## src/rtl/bypass_sb_pkg.sv

```systemverilog
// Shared types and constants for the bypass scoreboard (bypass_sb).
// Optional performance counters in the top are enabled by defining BYPASS_SB_PERF_EN.
package bypass_sb_pkg;

    localparam int unsigned REG_W       = 5;
    // Stored width of the ready-stage index; covers up to 16 tracked stages.
    localparam int unsigned RDY_W       = 4;

    localparam int unsigned DEF_ISSUE_W = 2;
    localparam int unsigned DEF_NSRC    = 2;
    localparam int unsigned DEF_NSTAGE  = 3;
    localparam int unsigned DEF_DATA_W  = 32;

    localparam int unsigned STG_E       = 0;
    localparam int unsigned STG_M1      = 1;
    localparam int unsigned STG_M2      = 2;

    typedef struct packed {
        logic             valid;
        logic [REG_W-1:0] rdst;
        logic [RDY_W-1:0] rdy;
    } sb_entry_t;

    function automatic int unsigned rdy_port_w(input int unsigned nstage);
        return (nstage > 1) ? $clog2(nstage) : 1;
    endfunction

endpackage

```

## src/rtl/bypass_sb_lookup.sv

```systemverilog
// One source operand searched against every in-flight entry; youngest match wins
// (stage 0 first, higher lane first within a stage).
module bypass_sb_lookup
    import bypass_sb_pkg::*;
#(
    parameter int unsigned ISSUE_W = DEF_ISSUE_W,
    parameter int unsigned NSTAGE  = DEF_NSTAGE,
    parameter int unsigned DATA_W  = DEF_DATA_W
) (
    input  logic [REG_W-1:0]                          ra_i,
    input  sb_entry_t [NSTAGE-1:0][ISSUE_W-1:0]       ent_i,
    input  logic [NSTAGE-1:0][ISSUE_W-1:0][DATA_W-1:0] data_i,
    output logic                                      hit_o,
    output logic                                      hazard_o,
    output logic [DATA_W-1:0]                         data_o
);

    logic found;

    always_comb begin
        hit_o    = 1'b0;
        hazard_o = 1'b0;
        data_o   = '0;
        found    = 1'b0;
        for (int s = 0; s < int'(NSTAGE); s++) begin
            for (int l = int'(ISSUE_W) - 1; l >= 0; l--) begin
                if (!found && ent_i[s][l].valid && (ent_i[s][l].rdst == ra_i) &&
                    (ra_i != '0)) begin
                    found = 1'b1;
                    // Result exists once the entry has reached its ready stage.
                    if (ent_i[s][l].rdy <= RDY_W'(s)) begin
                        hit_o  = 1'b1;
                        data_o = data_i[s][l];
                    end else begin
                        hazard_o = 1'b1;
                    end
                end
            end
        end
    end

endmodule

```

## src/rtl/bypass_sb.sv

```systemverilog
// Bypass scoreboard: shadow pipeline of in-flight writers, operand forwarding and issue gating.
// Defining BYPASS_SB_PERF_EN adds saturating perf_stall_o / perf_fwd_o counters.
module bypass_sb
    import bypass_sb_pkg::*;
#(
    parameter int unsigned ISSUE_W = DEF_ISSUE_W,
    parameter int unsigned NSRC    = DEF_NSRC,
    parameter int unsigned NSTAGE  = DEF_NSTAGE,
    parameter int unsigned DATA_W  = DEF_DATA_W,
    localparam int unsigned RW     = rdy_port_w(NSTAGE)
) (
    input  logic                                      clk_i,
    input  logic                                      resetn_i,
    input  logic [ISSUE_W-1:0]                        iss_valid_i,
    input  logic [ISSUE_W-1:0][NSRC-1:0][REG_W-1:0]   iss_ra_i,
    input  logic [ISSUE_W-1:0][REG_W-1:0]             iss_rdst_i,
    input  logic [ISSUE_W-1:0]                        iss_regwrite_i,
    input  logic [ISSUE_W-1:0][RW-1:0]                iss_rdy_i,
    input  logic [ISSUE_W-1:0]                        iss_fire_i,
    input  logic                                      adv_i,
    input  logic                                      flush_i,
    input  logic [NSTAGE-1:0][ISSUE_W-1:0][DATA_W-1:0] stg_data_i,
    output logic [ISSUE_W-1:0]                        iss_ok_o,
    output logic [ISSUE_W-1:0][NSRC-1:0]              fwd_hit_o,
    output logic [ISSUE_W-1:0][NSRC-1:0][DATA_W-1:0]  fwd_data_o
`ifdef BYPASS_SB_PERF_EN
    ,
    output logic [31:0]                               perf_stall_o,
    output logic [31:0]                               perf_fwd_o
`endif
);

    sb_entry_t [NSTAGE-1:0][ISSUE_W-1:0] ent_q, ent_d;
    logic [ISSUE_W-1:0][NSRC-1:0]        haz;
    logic [ISSUE_W-1:0]                  intra;
    logic                                ok_chain;

    always_comb begin
        ent_d = ent_q;
        if (flush_i) begin
            ent_d = '0;
        end else if (adv_i) begin
            for (int s = int'(NSTAGE) - 1; s > 0; s--) begin
                ent_d[s] = ent_q[s-1];
            end
            for (int k = 0; k < int'(ISSUE_W); k++) begin
                ent_d[STG_E][k].valid = iss_fire_i[k] & iss_regwrite_i[k] &
                                        (iss_rdst_i[k] != '0);
                ent_d[STG_E][k].rdst  = iss_rdst_i[k];
                ent_d[STG_E][k].rdy   = RDY_W'(iss_rdy_i[k]);
            end
        end
    end

    always_ff @(posedge clk_i) begin
        if (!resetn_i) begin
            ent_q <= '0;
        end else begin
            ent_q <= ent_d;
        end
    end

    for (genvar k = 0; k < ISSUE_W; k++) begin : g_lane
        for (genvar j = 0; j < NSRC; j++) begin : g_src
            bypass_sb_lookup #(
                .ISSUE_W (ISSUE_W),
                .NSTAGE  (NSTAGE),
                .DATA_W  (DATA_W)
            ) u_lookup (
                .ra_i     (iss_ra_i[k][j]),
                .ent_i    (ent_q),
                .data_i   (stg_data_i),
                .hit_o    (fwd_hit_o[k][j]),
                .hazard_o (haz[k][j]),
                .data_o   (fwd_data_o[k][j])
            );
        end
    end

    // An older valid writer in the same bundle blocks any younger reader of its rdst.
    always_comb begin
        intra = '0;
        for (int i = 1; i < int'(ISSUE_W); i++) begin
            for (int k = 0; k < i; k++) begin
                for (int j = 0; j < int'(NSRC); j++) begin
                    if (iss_valid_i[k] && iss_regwrite_i[k] && (iss_rdst_i[k] != '0) &&
                        (iss_ra_i[i][j] == iss_rdst_i[k])) begin
                        intra[i] = 1'b1;
                    end
                end
            end
        end
    end

    always_comb begin
        iss_ok_o = '0;
        ok_chain = 1'b1;
        for (int i = 0; i < int'(ISSUE_W); i++) begin
            ok_chain    = ok_chain & iss_valid_i[i] & ~(|haz[i]) & ~intra[i];
            iss_ok_o[i] = ok_chain;
        end
    end

`ifdef BYPASS_SB_PERF_EN
    logic [31:0] perf_stall_q, perf_stall_d;
    logic [31:0] perf_fwd_q, perf_fwd_d;
    logic [31:0] fwd_inc;
    logic [32:0] fwd_sum;

    always_comb begin
        fwd_inc = '0;
        for (int k = 0; k < int'(ISSUE_W); k++) begin
            for (int j = 0; j < int'(NSRC); j++) begin
                if (iss_fire_i[k] && fwd_hit_o[k][j]) begin
                    fwd_inc = fwd_inc + 32'd1;
                end
            end
        end
        fwd_sum    = {1'b0, perf_fwd_q} + {1'b0, fwd_inc};
        perf_fwd_d = fwd_sum[32] ? '1 : fwd_sum[31:0];

        perf_stall_d = perf_stall_q;
        if (iss_valid_i[0] && !iss_ok_o[0] && (perf_stall_q != '1)) begin
            perf_stall_d = perf_stall_q + 32'd1;
        end
    end

    always_ff @(posedge clk_i) begin
        if (!resetn_i) begin
            perf_stall_q <= '0;
            perf_fwd_q   <= '0;
        end else begin
            perf_stall_q <= perf_stall_d;
            perf_fwd_q   <= perf_fwd_d;
        end
    end

    assign perf_stall_o = perf_stall_q;
    assign perf_fwd_o   = perf_fwd_q;
`endif

endmodule

```

## config.mk

```make
export PLATFORM = sky130hd
export DESIGN_NAME = bypass_sb
export DESIGN_NICKNAME = d
export VERILOG_FILES = /design/src/rtl/bypass_sb_pkg.sv /design/src/rtl/bypass_sb_lookup.sv /design/src/rtl/bypass_sb.sv
export SDC_FILE = /design/constraint.sdc
export NUM_CORES = 1
export LEC_CHECK = 0
export CAP_MARGIN = 20
export CELL_PAD_IN_SITES_DETAIL_PLACEMENT = 1
export CELL_PAD_IN_SITES_GLOBAL_PLACEMENT = 1
export CORE_ASPECT_RATIO = 2
export CORE_UTILIZATION = 28
export CTS_CLUSTER_SIZE = 16
export DETAILED_ROUTE_END_ITERATION = 7
export MAX_ROUTING_LAYER = met4
export PLACE_DENSITY = 0.82
export SLEW_MARGIN = 30
export SYNTH_ARGS = -nofsm -noshare
export SYNTH_HDL_FRONTEND = slang
export SYNTH_SLANG_ARGS = --single-unit
```

## constraint.sdc

```tcl
create_clock -name clk_i -period 3.59 [get_ports clk_i]
set_input_delay 0.718 -clock clk_i [delete_from_list [all_inputs] [get_ports clk_i]]
set_output_delay 0.718 -clock clk_i [all_outputs]
set_load 0.005 [all_outputs]
```

==> results of run 1 <==
[cell usage after synthesis, drive strengths merged, types with 34 or more instances]
| master | instances | share of area, % |
|---|---|---|
| a221oi | 39 | 3.7 |
| nand2 | 144 | 5.9 |
| a21oi | 82 | 4.5 |
| o21ai | 63 | 3.4 |
| dfxtp | 48 | 10 |
| a31oi | 113 | 7.6 |
| o22ai | 76 | 5.1 |
| mux2i | 49 | 5.3 |
| xor2 | 39 | 3.7 |
| nor2 | 207 | 8.6 |
| buf | 69 | 4.3 |
| a32oi | 34 | 3.2 |
| nand3 | 42 | 2.3 |
| xnor2 | 91 | 8.6 |
| clkbuf | 111 | 4.5 |
[stage by stage]
step                instance area [µm²]  TNS [ns]  hold slack, ns
global placement                  15700   -130.52           0.478
floorplan                          9320   -0.0153           0.460
CTS                               19300    -41.58           0.518
detailed placement                15700   -141.00           0.494
[timing repair]
| action | in CTS |
|---|---|
| pin swaps | 138 |
| resized for setup | 1111 |
| gates cloned | 15 |
| setup endpoints to repair | 134 |
| hold buffers | 0 |
| buffers inserted | 164 |
| endpoints found under the hold margin | 0 |
[metal layers]
layer | global-route usage (%) | GRT overflow
met5 | - | -
met4 | 67.3 | 36
met3 | 47.9 | 1
met2 | 85.1 | 47
met1 | 66.0 | 0
[logic make-up after synthesis]
group / after synthesis / share of synthesized area [%]
buffers and inverters: 187 / 9.04
multiplexers: 49 / 5.29
AO/OA/AOI/OAI: 487 / 35.0
AND/OR/NAND/NOR: 542 / 28.0
flip-flops: 48 / 10.4
XOR/XNOR: 130 / 12.3
==> flow_summary.toml, run 1 <==
[floorplanning]
num_rows = 93
die_y_um = 259
die_x_um = 131
ios = 370
initial_utilization_pct = 28.7

[logic_synthesis]
synth_edf_count = 0
synthArstFlopShare_pct = 0
synth.avg_cell_area_um2 = 6.42
ys_ff_latch = 48
seq_area_frac_synth_pct = 10.4
syn_nets = 1679
netlist_instances = 1443
synth.distinct_cells = 65
yosys_warnings = 0
synth_area_um2 = 9270
synth_flop_cell = "dfxtp_1"

[clock_tree]
cts_root_buf = "clkbuf_16"
numCtsBuffers = 5
cts.sinks = 48
cts_buffer_depth = 2
cts_max_level = 2

[placement]
dp.cells = 2380
dp_hpwl_um = 53600
routabilityCongestion = 1.02
numPortBuffers = 369
dp_slack_ns = -1.39

[global_routing]
grt_max_degree = 47
grt_usage_pct = 68.0
grt_pass1_vias = 21500
grt_pass1_wl_um = 163000
gr-total-overflow = 84

[run_status]
firstError = "[ERROR GRT-0116] Global routing finished with congestion. Check the congestion regions in the DRC Viewer."
haltStage = "global routing (5_1_grt)"
outcome = "stopped before the end"
==> run 2: changes to the inputs <==
==> config.mk (replaced) <==
export PLATFORM = sky130hd
export DESIGN_NAME = bypass_sb
export DESIGN_NICKNAME = d
export VERILOG_FILES = /design/src/rtl/bypass_sb_pkg.sv /design/src/rtl/bypass_sb_lookup.sv /design/src/rtl/bypass_sb.sv
export SDC_FILE = /design/constraint.sdc
export NUM_CORES = 1
export LEC_CHECK = 0
export CAP_MARGIN = 20
export CORE_UTILIZATION = 20
export DETAILED_ROUTE_END_ITERATION = 7
export PLACE_DENSITY_LB_ADDON = 0.15
export SLEW_MARGIN = 30
export SYNTH_ARGS = -nofsm -noshare
export SYNTH_HDL_FRONTEND = slang
export SYNTH_SLANG_ARGS = --single-unit
==> constraint.sdc (replaced) <==
create_clock -name clk_i -period 4.7 [get_ports clk_i]
set_input_delay 0.94 -clock clk_i [delete_from_list [all_inputs] [get_ports clk_i]]
set_output_delay 0.94 -clock clk_i [all_outputs]
set_load 0.005 [all_outputs]
==> run 2 against run 1 <==
Compared with the run above:
- the flow now finishes, with violations (setup timing)
- synthesized cell count did not move
- synthesized area unchanged
==> flow_summary.toml, run 2 <==
[logic_synthesis]
synth_area_um2 = 9270
seq_area_frac_synth_pct = 10.4
netlist_instances = 1443
synth_xor_area_share_pct = 12.3
syn_nets = 1679
synth_top_area_share_pct = 10.4
synth_edf_count = 0
synth.avg_cell_area_um2 = 6.42
synth_mux_area_share_pct = 5.29
ys_ff_latch = 48
yosys_warnings = 0
synth_top_family_by_area = "compound AO/OA/AOI/OAI gates"
synthArstFlopShare_pct = 0
synth_compound_area_share_pct = 35.0
synth_common_cells = "nor2_1 (203), nand2_1 (142), a31oi_1 (113)"
synth_flop_cell = "dfxtp_1"
synth_top_area_cell = "dfxtp_1"
synth.distinct_cells = 65
yosys.area_share.simple_pct = 28.0
ys_top_cells_by_area = "dfxtp_1 (10%), xnor2_1 (8.6%), nor2_1 (8.2%), a31oi_1 (7.6%), nand2_1 (5.7%)"
synth_most_common_cell = "nor2_1"
synth-adder-area-share_pct = 0

[run_status]
outcome = "finished with violations"
violations = "setup timing"

[final_layout]
drive_gt1_share_pct = 28.0
regMostFlops = "ent_q"
final_cells = 2590
largest_reg_flops = 48
fillCellCount = 4782
final_cell_mix = "buf_4 (260), clkdlybuf4s50_1 (216), nor2_1 (182)"
largestRegisters = "ent_q: 48 flops"
multi_input_area_um2 = 8450
area_delta_synth_final_pct = 86.5
seqCellArea_um2 = 962
nets = 2218
final_common_cell = "buf_4"

[power_and_ir_drop]
leakagePower_uw = 0.00715
combPwrFrac_pct = 38.8
p_seq_share_pct = 28.6
p_clk_share_pct = 32.6
ir_drop_mv = 0.149
p_int_uw = 1010
switching_power_uw = 486
swShare_pct = 32.5
power_density_nw_per_um2 = 86.7
totalPowerFinal_uw = 1500

[placement]
dp_hpwl_um = 52600
routabilityCongestion = 0.918
dp.cells = 2466
numPortBuffers = 369

[sta]
finalCritPeriodShare_pct = 102
setup_slack_ns = -0.101
rsz0062_at_grt = "yes"
fin_skew_ns = 0.0163
slew_headroom_pct = 42.1
final.setup.tns_ns = -0.101
worstMarginPinSlew_ns = 0.868
fmax_mhz = 208
finalCriticalPeriod_ns = 4.80
hold_violations = 0
drv_slew = 0
setup_viol = 1

[worst_setup_path]
crit_chain = "dlygate4sd2_1, or4_4, nor2_4, buf_6, nor3_4, buf_4, nor4_4, buf_4, buf_4, nand3_4, buf_12, a31oi_2, buf_4, clkdlybuf4s50_1"
cpMostUsedCell = "buf_4"
endpoint_kind = "output port"
cp_slowest_cell = "or4_4"
r2r-end = "ent_q[21]"
slowest_delay_ns = 0.50
r2r-start = "ent_q[21]"
reg2reg_depth = 3
cp.required_ns = 3.76
reg2reg_setup_slack_ns = 3.39
cp_max_fo = 10
cp.arrival_ns = 3.86
critPathLaunchType = "input port"
crit_type = "input port to output port"

[hold_path]
hold_end = "ent_q[20]"
hold_class = "register to register"
hold_start = "ent_q[20]"
holdPathStages = 2

[floorplanning]
dieArea_um2 = 47200
num_rows = 78
die_x_um = 217
initial_utilization_pct = 20.3
ios = 370
die_y_um = 217
core_um2 = 45600

[routing]
finalWirelength_um = 70800
remaining_drc_errors = 0
dr.pass1.iters = 6
vias = 14700
avgViaCountPerCell = 5.66
post_drt_wl_per_cell_um = 27.3
drt_first_iter_violations = 1450
ant_nets = 0

[global_routing]
grt_max_degree = 51
grt_usage_pct = 28.3
grt_pass1_wl_um = 99400
grt_pass1_vias = 14200
antenna_found_initial = 6
gr-total-overflow = 0

[clock_tree]
cts.sinks = 48
hold_buffers = 0
cts_tree = "built"
clk_latency_ns = 0.31
numCtsBuffers = 5
cts_max_level = 2
cts_root_buf = "clkbuf_16"
cts_buffer_depth = 2
clkTransAtPathRegs_ns = 0.07

[run]
cap_violations = 0
## run 2: layout make-up
type / instances / area share (%)
inverters: 7 / 0.152
multi-input cells: 1208 / 48.9
clock buffers: 5 / 0.724
well taps: 600 / 4.34
repair buffers: 712 / 39.8
clock inverters: 3 / 0.398
flip-flops and latches: 48 / 5.57
diodes: 7 / 0.101
## run 2: how the worst max path moves through the flow
stage                     depth (start not counted)  slack [ns]             end    startpoint
after floorplan                                  11        0.56     iss_ok_o[1]   iss_ra_i[2]
after global placement                           11       -0.76  fwd_data_o[74]  iss_ra_i[13]
after detailed placement                         11       -0.75  fwd_data_o[74]  iss_ra_i[13]
after CTS                                        14       -0.24  fwd_data_o[97]  iss_ra_i[18]
after global routing                             14       -0.20  fwd_data_o[97]  iss_ra_i[15]
final                                            14       -0.10  fwd_data_o[97]  iss_ra_i[15]
## run 2: kinds of logic after synthesis
group,after synthesis
AO/OA/AOI/OAI,487
flip-flops,48
buffers and inverters,187
multiplexers,49
AND/OR/NAND/NOR,542
XOR/XNOR,130
## run 2: stage by stage
step           hold WS (ns)  worst slack (ns)  utilization [%]  cell area [µm²]
2_1_floorplan         0.460             0.558                -             9270
3_3_place_gp          0.477            -0.756             33.2            15100
3_5_place_dp          0.489            -0.745             33.2            15100
4_1_cts               0.505            -0.240             36.6            16700
5_1_grt               0.545            -0.202             37.9            17300
6_report              0.501            -0.101             37.9            17300
## run 2: routing by layer
metal / wire (µm) / up-vias / share of wire [%] / global-route usage, %
met5: 0 / - / 0 / 0
met4: 3240 / 0 / 4.6 / 12.3
met1: 29000 / 7129 / 41 / 35.2
li1: - / 6485 / - / -
met2: 33400 / 887 / 47 / 48.8
met3: 5120 / 170 / 7.2 / 3.59
## run 2: power by group through the flow
stage / clock network (µW) / registers (µW) / logic [µW]
finish: 488 / 429 / 582
global route: 509 / 429 / 611
CTS: 500 / 428 / 568
detailed placement: 0 / 438 / 552
global placement: 0 / 438 / 553
floorplan: 0 / 423 / 200
## run 2: critical path, delay by kind of cell
family / cells / cell delay [ns]
AO/OA/AOI/OAI: 1 / 0.18
buffers and inverters: 8 / 1.64
AND/OR/NAND/NOR: 5 / 1.10
## run 2: timing repair
item,in CTS,in global routing
buffers inserted,70,34
gates resized for setup,352,146
pin swaps,89,40
endpoints found under the setup margin,134,102
gates cloned,8,3
(Power assumes the default switching activity.)
